File: config.mk
export PLATFORM = sky130hd
export DESIGN_NAME = calc_port_responder
export DESIGN_NICKNAME = d
export VERILOG_FILES = /design/src/rtl/calc_pkg.sv /design/src/rtl/calc_alu.sv /design/src/rtl/calc_port_responder.sv
export SDC_FILE = /design/constraint.sdc
export NUM_CORES = 1
export LEC_CHECK = 0
export ABC_AREA = 1
export ABC_CLOCK_PERIOD_IN_PS = 4200
export BUFFER_PORTS_ARGS = -buffer_cell sky130_fd_sc_hd__clkbuf_2
export CAP_MARGIN = 20
export CORE_ASPECT_RATIO = 0.9
export CORE_MARGIN = 4
export CORE_UTILIZATION = 25
export CTS_CLUSTER_SIZE = 12
export DETAILED_ROUTE_END_ITERATION = 12
export SYNTH_ARGS = -nofsm -noshare
export SYNTH_HDL_FRONTEND = slang
export SYNTH_SLANG_ARGS = --single-unit
File: constraint.sdc
create_clock -name SysClk -period 4.2 [get_ports SysClk]
set_clock_uncertainty 0.05 [all_clocks]
set_input_delay 1.26 -clock SysClk [delete_from_list [all_inputs] [get_ports SysClk]]
set_output_delay 1.26 -clock SysClk [all_outputs]
set_load 0.005 [all_outputs]
File: src/rtl/calc_pkg.sv
// calc_pkg: shared command, response and FSM state encodings for the calc port responder
package calc_pkg;
  typedef enum logic [3:0] {
    CMD_NOP = 4'd0,
    CMD_ADD = 4'd1,
    CMD_SUB = 4'd2,
    CMD_SHL = 4'd5,
    CMD_SHR = 4'd6
  } cmd_e;
  typedef enum logic [1:0] {
    RESP_NONE = 2'b00,
    RESP_OK   = 2'b01,
    RESP_ERR  = 2'b10
  } resp_e;
  typedef enum logic [1:0] {
    ST_IDLE,
    ST_GET_B,
    ST_EXEC,
    ST_RESP
  } state_e;
endpackage

File: src/rtl/calc_alu.sv
// calc_alu: combinational unsigned add/sub/shift with overflow, underflow and invalid-command detection
module calc_alu
  import calc_pkg::*;
#(
  parameter int DATA_W = 32
) (
  input  logic [3:0]        cmd_i,
  input  logic [DATA_W-1:0] opa_i,
  input  logic [DATA_W-1:0] opb_i,
  output logic [DATA_W-1:0] res_o,
  output logic [1:0]        resp_o
);
  localparam int SW = $clog2(DATA_W);
  logic [DATA_W:0] sum;
  assign sum = {1'b0, opa_i} + {1'b0, opb_i};
  always_comb begin
    res_o  = '0;
    resp_o = RESP_ERR;
    case (cmd_i)
      CMD_ADD: begin
        resp_o = sum[DATA_W] ? RESP_ERR : RESP_OK;
        res_o  = sum[DATA_W] ? '0 : sum[DATA_W-1:0];
      end
      CMD_SUB: begin
        resp_o = (opb_i > opa_i) ? RESP_ERR : RESP_OK;
        res_o  = (opb_i > opa_i) ? '0 : opa_i - opb_i;
      end
      CMD_SHL: begin
        resp_o = RESP_OK;
        res_o  = opa_i << opb_i[SW-1:0];
      end
      CMD_SHR: begin
        resp_o = RESP_OK;
        res_o  = opa_i >> opb_i[SW-1:0];
      end
      default: ;
    endcase
  end
endmodule

File: src/rtl/calc_port_responder.sv
// calc_port_responder: two-cycle request capture, fixed-latency execute, one-cycle registered response.
// Define CALC_DROP_CNT_EN to add the saturating drop_cnt output counting commands ignored while busy.
module calc_port_responder
  import calc_pkg::*;
#(
  parameter int DATA_W  = 32,
  parameter int LATENCY = 3
) (
  input  logic              SysClk,
  input  logic              Rst,
  input  logic [3:0]        req_cmd_in,
  input  logic [DATA_W-1:0] req_data_in,
  output logic [1:0]        out_resp,
  output logic [DATA_W-1:0] out_data,
  output logic              busy
`ifdef CALC_DROP_CNT_EN
  ,
  output logic [15:0]       drop_cnt
`endif
);
  localparam int CW = (LATENCY > 1) ? $clog2(LATENCY) : 1;
  state_e            state_q;
  logic [3:0]        cmd_q;
  logic [DATA_W-1:0] opa_q, opb_q, alu_res;
  logic [CW-1:0]     cnt_q;
  logic [1:0]        alu_resp;
  calc_alu #(.DATA_W(DATA_W)) u_alu (
    .cmd_i (cmd_q),
    .opa_i (opa_q),
    .opb_i (opb_q),
    .res_o (alu_res),
    .resp_o(alu_resp)
  );
  always_ff @(posedge SysClk or posedge Rst) begin
    if (Rst) begin
      state_q  <= ST_IDLE;
      cmd_q    <= '0;
      opa_q    <= '0;
      opb_q    <= '0;
      cnt_q    <= '0;
      out_resp <= RESP_NONE;
      out_data <= '0;
      busy     <= 1'b0;
    end else begin
      out_resp <= RESP_NONE;
      out_data <= '0;
      case (state_q)
        ST_IDLE: if (req_cmd_in != '0) begin
          cmd_q   <= req_cmd_in;
          opa_q   <= req_data_in;
          busy    <= 1'b1;
          state_q <= ST_GET_B;
        end
        ST_GET_B: begin
          opb_q   <= req_data_in;
          cnt_q   <= CW'(LATENCY - 1);
          state_q <= ST_EXEC;
        end
        ST_EXEC: if (cnt_q == '0) begin
          out_resp <= alu_resp;
          out_data <= alu_res;
          state_q  <= ST_RESP;
        end else begin
          cnt_q <= cnt_q - 1'b1;
        end
        default: begin
          busy    <= 1'b0;
          state_q <= ST_IDLE;
        end
      endcase
    end
  end
`ifdef CALC_DROP_CNT_EN
  logic [15:0] drop_d;
  assign drop_d = (busy && req_cmd_in != '0 && drop_cnt != 16'hFFFF) ? drop_cnt + 16'd1 : drop_cnt;
  always_ff @(posedge SysClk or posedge Rst) begin
    if (Rst) drop_cnt <= '0;
    else drop_cnt <= drop_d;
  end
`endif
endmodule
### Word-level counts from Yosys, hierarchy flattened

Cells that the tools add are included.

| storage, ports and cells | value |
|---|---|
| output and inout port bits | 35 |
| register bits after elaboration | 107 |
| input port bits | 38 |
| logic and storage cells | 51 |

| cells by class | value |
|---|---|
| multiplexer cells | 17 |
| add/subtract/negate cells | 3 |
| eq/ne operators | 9 |
| shift-type cells | 2 |
| order comparisons | 1 |
| bitwise gates (word level) | 1 |
| reduce and logical (&&, ||, !) cells | 10 |

Operators with widths:

| operator | number |
|---|---|
| 32-bit two-way mux | 4 |
| 32-bit case mux with 4 select lines | 1 |
| 32-bit by 32-bit adder with 33-bit output | 1 |
| 32-bit greater-than comparator | 1 |
| 32-bit by 5-bit left shift with 32-bit output | 1 |
| 32-bit by 5-bit right shift with 32-bit output | 1 |
| 32-bit subtractor | 1 |
| 2-bit two-way mux | 7 |
| 2-bit case mux with 3 select lines | 2 |
| 4-bit by 3-bit equality test with 1-bit output, second input constant | 2 |
| 2-bit AND reduction | 4 |
| 2-bit != test, second input constant | 3 |
| 4-bit by 1-bit equality test with 1-bit output, second input constant | 1 |
| 4-bit by 2-bit equality test with 1-bit output, second input constant | 1 |
| 2-bit logical NOT | 2 |
| 2-bit case mux with 2 select lines | 1 |
| 4-bit nonzero test | 1 |
| 2-bit OR reduction | 2 |
| 2-bit by 1-bit equality test with 1-bit output, second input constant | 1 |
| 2-bit equality test, second input constant | 1 |
| 1-bit case mux with 2 select lines | 1 |
| 2-bit nonzero test | 1 |
| 2-bit by 1-bit subtractor with 2-bit output, second input constant | 1 |
| 1-bit two-way mux | 1 |
| 1-bit inverter | 1 |

### Logic depth before layout (Yosys ltp)

| logic depth | value |
|---|---|
| depth in word-level cells | 5 |
| mapped depth | 20 |

### Modules after synthesis

Synthesis repeated with hierarchy kept, for this count alone.

| unflattened totals | value |
|---|---|
| cells, all modules | 2360 |
| area total of the unflattened synthesis | 13254.0 um2 |

By module, submodules not included:

| module | times used | area each (um2) | cells each |
|---|---|---|---|
| calc_alu | 1 | 9213.8 | 1926 |
| calc_port_responder | 1 | 4040.1 | 434 |

### Least setup slack after synthesis

OpenSTA, ideal clock, no wires.

| timing path | value |
|---|---|
| path type | reg2reg |
| start point | reg opb_q[3] |
| end point | reg out_data[27] |
| buffers on the path | 4 |
| cell stages (with the launch flop) | 19 |
| period minus slack after synthesis | 2.614 ns |
| setup time | 0.132 ns |
| data arrival time | 2.432 ns |
| path slack | 1.586 ns |
| path through | dfrtp_1 inv_1 clkbuf_1 clkbuf_1 ha_1 buf_4 inv_1 nand2_1 nand3_1 nand2_1 nand2_1 nand2_2 nand2_2 a21oi_4 buf_6 nand2_1 nand2_1 nor2_1 nor2_1 |

| between the ends | value |
|---|---|
| cells in the longest elaborated chain, start to end | 5 |
| elaborated cells between the ends (all ways) | 10 |
| those cells by class | 2 x add/sub; 1 x order compare; 2 x shift; 5 x mux |

Ends and longest elaborated chain:

| item | RTL line | source |
|---|---|---|
| from (decl) | calc_port_responder.sv:24 | `logic [DATA_W-1:0] opa_q, opb_q, alu_res;` |
| from (signal assigned) | calc_port_responder.sv:55 | `opb_q <= req_data_in;` |
| 32-bit subtractor, or another cell as far along | calc_alu.sv:26 | `res_o = (opb_i > opa_i) ? '0 : opa_i - opb_i;` |
| 32-bit two-way mux, on equally long branches | calc_alu.sv:26, calc_alu.sv:22 |  |
| 32-bit case mux with 4 select lines (*) | calc_alu.sv:19 | `case (cmd_i)` |
| 32-bit two-way mux (*) | calc_port_responder.sv:59 | `ST_EXEC: if (cnt_q == '0) begin` |
| 32-bit two-way mux (*) | calc_port_responder.sv:47 | `case (state_q)` |
| to (signal assigned) | calc_port_responder.sv:61 | `out_data <= alu_res;` |
| to (decl) | calc_port_responder.sv:14 | `output logic [DATA_W-1:0] out_data,` |

Mark *: on every way between the ends. The rest lies on a longest branch, timed or not.
A chain may end at the register's enable or synchronous reset.

### Worst setup path after layout

| timing path | value |
|---|---|
| start point | reg opa_q[19] |
| end point | reg out_data[23] |

| between the ends | value |
|---|---|
| cells in the longest elaborated chain, start to end | 5 |
| elaborated cells between the ends (all ways) | 10 |
| those cells by class | 2 x add/sub; 1 x order compare; 2 x shift; 5 x mux |

Ends and longest elaborated chain:

| item | RTL line | source |
|---|---|---|
| from (decl) | calc_port_responder.sv:24 |  |
| from (signal assigned) | calc_port_responder.sv:50 | `opa_q <= req_data_in;` |
| 32-bit subtractor, or another cell as far along | calc_alu.sv:26 |  |
| 32-bit two-way mux, on equally long branches | calc_alu.sv:26, calc_alu.sv:22 |  |
| 32-bit case mux with 4 select lines (*) | calc_alu.sv:19 |  |
| 32-bit two-way mux (*) | calc_port_responder.sv:59 |  |
| 32-bit two-way mux (*) | calc_port_responder.sv:47 |  |

Marked as above.

==> impl_results.md <==
* Most used cell along the critical path: nand2_1
* Crit path required time at about 4.4 ns
* Initial core utilization at 0.254
* Startpoint Class: flop
* ANT nets after route at 0
* Vias per cell at approximately 4.9
* Antenna violations before repair at 0
* Final Hold Viols at 0
* Primary FF master, synth: dfrtp_1
* Core outline area at slightly above 50000 µm²
* Commonest cells in the synthesized netlist: nand2_1, inv_1, nand3_1
* Skew-Pair Late Insertion Delay at 0.39 ns
* I/O Buffers at 72
* Vias in the first global route at ~13000
* Post-Route WL at 50.6 mm
* RSZ-0062 raised after global routing: false
* Drt pass-1 iters at 8
* Placed Cells at a little under 3000
* Crit. Startpoint: opa_q[19]$_DFFE_PP0P_
* Synth Net Count at between 2000 and 2500
* Hold buffers post-CTS at 0
* Fillers at around 5800
* Die W at 247 µm
* Tot GR Track Use at 0.181
* Via count at approximately 14000
* Finished Layout Cells at 2942
* Yosys reg bits at between 100 and 150
* Slowest cell on the critical path: nor3_1
* Dominant cell type by area after synthesis: nand2_1
* Hpwl dp at 40.7 mm
* Synthesis warning total at 0
* Sequential-to-total area share from yosys stat at 0.208
* Max Clock Freq at around 300 MHz
* CTS tree: built
* H-tree levels at 3
* Storage element area at 2680 µm²
* Largest net degree at the start of global routing at between 70 and 80
* Multi-input gate area at 8420 µm²
* Least-Margin Pin Slew at roughly 1.1 ns
* Worst setup EP type: flop
* TritonCTS buffer count at 9
* Synth top area share at 0.227
* Number of gates resized after cts at 0
* Critical path type: reg -> reg
* # Post-CTS Setup Buffers at 0
* Relative slew slack at 0.266
* CTS Sinks at 107
* Die span in y at 223 µm
* Total gr overflow at 0
* First-pass GRT wire length at 77.6 mm
* Drc violations at 0
* Final Slew Violations at 0
* Max-cap violations at 0
* Routed WL per cell at approximately 17 µm
* Ports at 73
* Crit path cell chain: ha_1 -> nand2_1 -> inv_1 -> nand2_1 -> nor3_1 -> nand3_1 -> nand3_1 -> nand2_1 -> a21oi_1 -> nor2_1 -> a21oi_1
* Final worst-path setup slack at about 0.94 ns
* NumNets Final at 2367
* Min Tclk post-route at roughly 3.3 ns
* Gate Count Post-Synth at ~2300
* End of the critical path: out_data[23]$_DFF_PP0_
* Place WS at about 1.2 ns
* Outcome: finished clean
* Yosys cell types at 44
* Most common cell in the netlist: nand2_1
* Final Wtd Congestion at between 0.9 and 1
* R2R depth at 11
* CP Max Fanout at 10
* Asr flop ratio synth at 1.00
* Data arrival time of the critical path at between 3 and 4 ns
* Hold Path Class: reg -> reg
* Final Setup Violations at 0
* Area Overhead vs Synth at 8.75%
* EDFF count, synth at 0
* Reg clk slew, reported paths at around 0.09 ns
* N_diodes at 0
* Clock root cell: clkbuf_16
* Share of cells above drive strength 1 at 0.0831
* Row count at between 70 and 80
* Critical R2R Launch: opa_q[19]$_DFFE_PP0P_
* Synth area leaders: nand2_1, dfrtp_1, nand3_1
* R2r setup slk at roughly 0.94 ns
* Area of the mapped netlist at ~13000 µm²
* Average size of a mapped cell at 5.69 µm²
* CP max stage delay at between 0.6 and 0.7 ns
* Initial drt markers at approximately 2100
* R2R Path End: out_data[23]$_DFF_PP0_
* TNS Setup at 0 ns
* Die area at around 55000 µm²
* Final worst path period share at 0.776
* Clock Path Buffers at 2
## kinds of logic (layout without fill, tap and decap cells)
kind of cell,Yosys count,count (layout),synth area share
multiplexers,25,25,0.0219
flip-flops,107,107,0.208
buffers and inverters,425,428,0.137
AND/OR/NAND/NOR,1411,1411,0.459
XOR/XNOR,25,25,0.0170
AO/OA/AOI/OAI,194,194,0.0859
adder cells (fa/ha/maj),72,72,0.0713
## final cells by class
| type | count | area share |
|---|---|---|
| Timing Repair Buffer | 88 | 0.0353 |
| Clock inverter | 6 | 0.00484 |
| Multi-Input combinational cell | 1727 | 0.603 |
| Tap cell | 680 | 0.0609 |
| Inverter | 324 | 0.0876 |
| Clock buffer | 10 | 0.0171 |
| Sequential cell | 107 | 0.192 |
## worst max-delay path: cells and delay by family (launching register included)
| kind | cells | cell delay [ns] |
|---|---|---|
| simple gates | 7 | 1.62 |
| compound gates | 2 | 0.33 |
| flops | 1 | 0.49 |
| fa+ha+maj | 1 | 0.53 |
| buf+inv | 1 | 0.13 |
## worst min path at each step
| stage | start | endpoint | slack (ns) | depth (start not counted) |
|---|---|---|---|---|
| finish | cnt_q[0]$_DFFE_PP0P_ | cnt_q[0]$_DFFE_PP0P_ | 0.45 | 1 |
| global route | cnt_q[0]$_DFFE_PP0P_ | cnt_q[0]$_DFFE_PP0P_ | 0.46 | 1 |
| CTS | cnt_q[0]$_DFFE_PP0P_ | cnt_q[0]$_DFFE_PP0P_ | 0.45 | 1 |
| detailed placement | cnt_q[0]$_DFFE_PP0P_ | cnt_q[0]$_DFFE_PP0P_ | 0.43 | 1 |
| global placement | cnt_q[0]$_DFFE_PP0P_ | cnt_q[0]$_DFFE_PP0P_ | 0.44 | 1 |
| floorplan | cmd_q[1]$_DFFE_PP0P_ | cmd_q[1]$_DFFE_PP0P_ | 0.40 | 2 |
## cell usage in the layout, fill, tap and decap left out, types with 3 or more instances in the layout
master and count:
a21oi_2 3, nor3_1 10, nand3_1 292, a21oi_4 3, o21a_1 5, mux2_2 25, and3_1 3, o211ai_1 14
nand4_1 24, ha_1 69, o21bai_1 9, clkbuf_16 9, clkbuf_2 72, xor2_1 24, buf_4 15, nor2_1 261
a21oi_1 87, nand2_2 17, inv_2 13, inv_1 307, o21ai_0 63, nor2_2 12, dfrtp_1 105, and2_1 7
inv_6 5, nand2_1 777
## metal layers
metal | vias up | GRT usage | part of all wire
met1 | 6599 | 0.284 | 0.48
met4 | 0 | 0.0340 | 0.017
met2 | 709 | 0.253 | 0.40
met5 | - | 0 | 0
met3 | 40 | 0.0387 | 0.11
li1 | 7043 | - | -
## state kept, by name (all words and copies together), names as in the netlist
register  cells
opa_q        32
opb_q        32
out_data     32
cmd_q         4
cnt_q         2
out_resp      2
state_q       2
busy          1
## through the flow
step	utilization	hold WS (ns)	cell area (µm²)
after floorplan	-	0.403	12800
after global placement	0.270	0.437	13700
after detailed placement	0.270	0.433	13700
after CTS	0.276	0.452	14000
after global routing	0.276	0.465	14000
final	0.276	0.455	14000
Power is not shown: default switching activity piles up to over one toggle a cycle in this logic, so the estimate is an artifact.
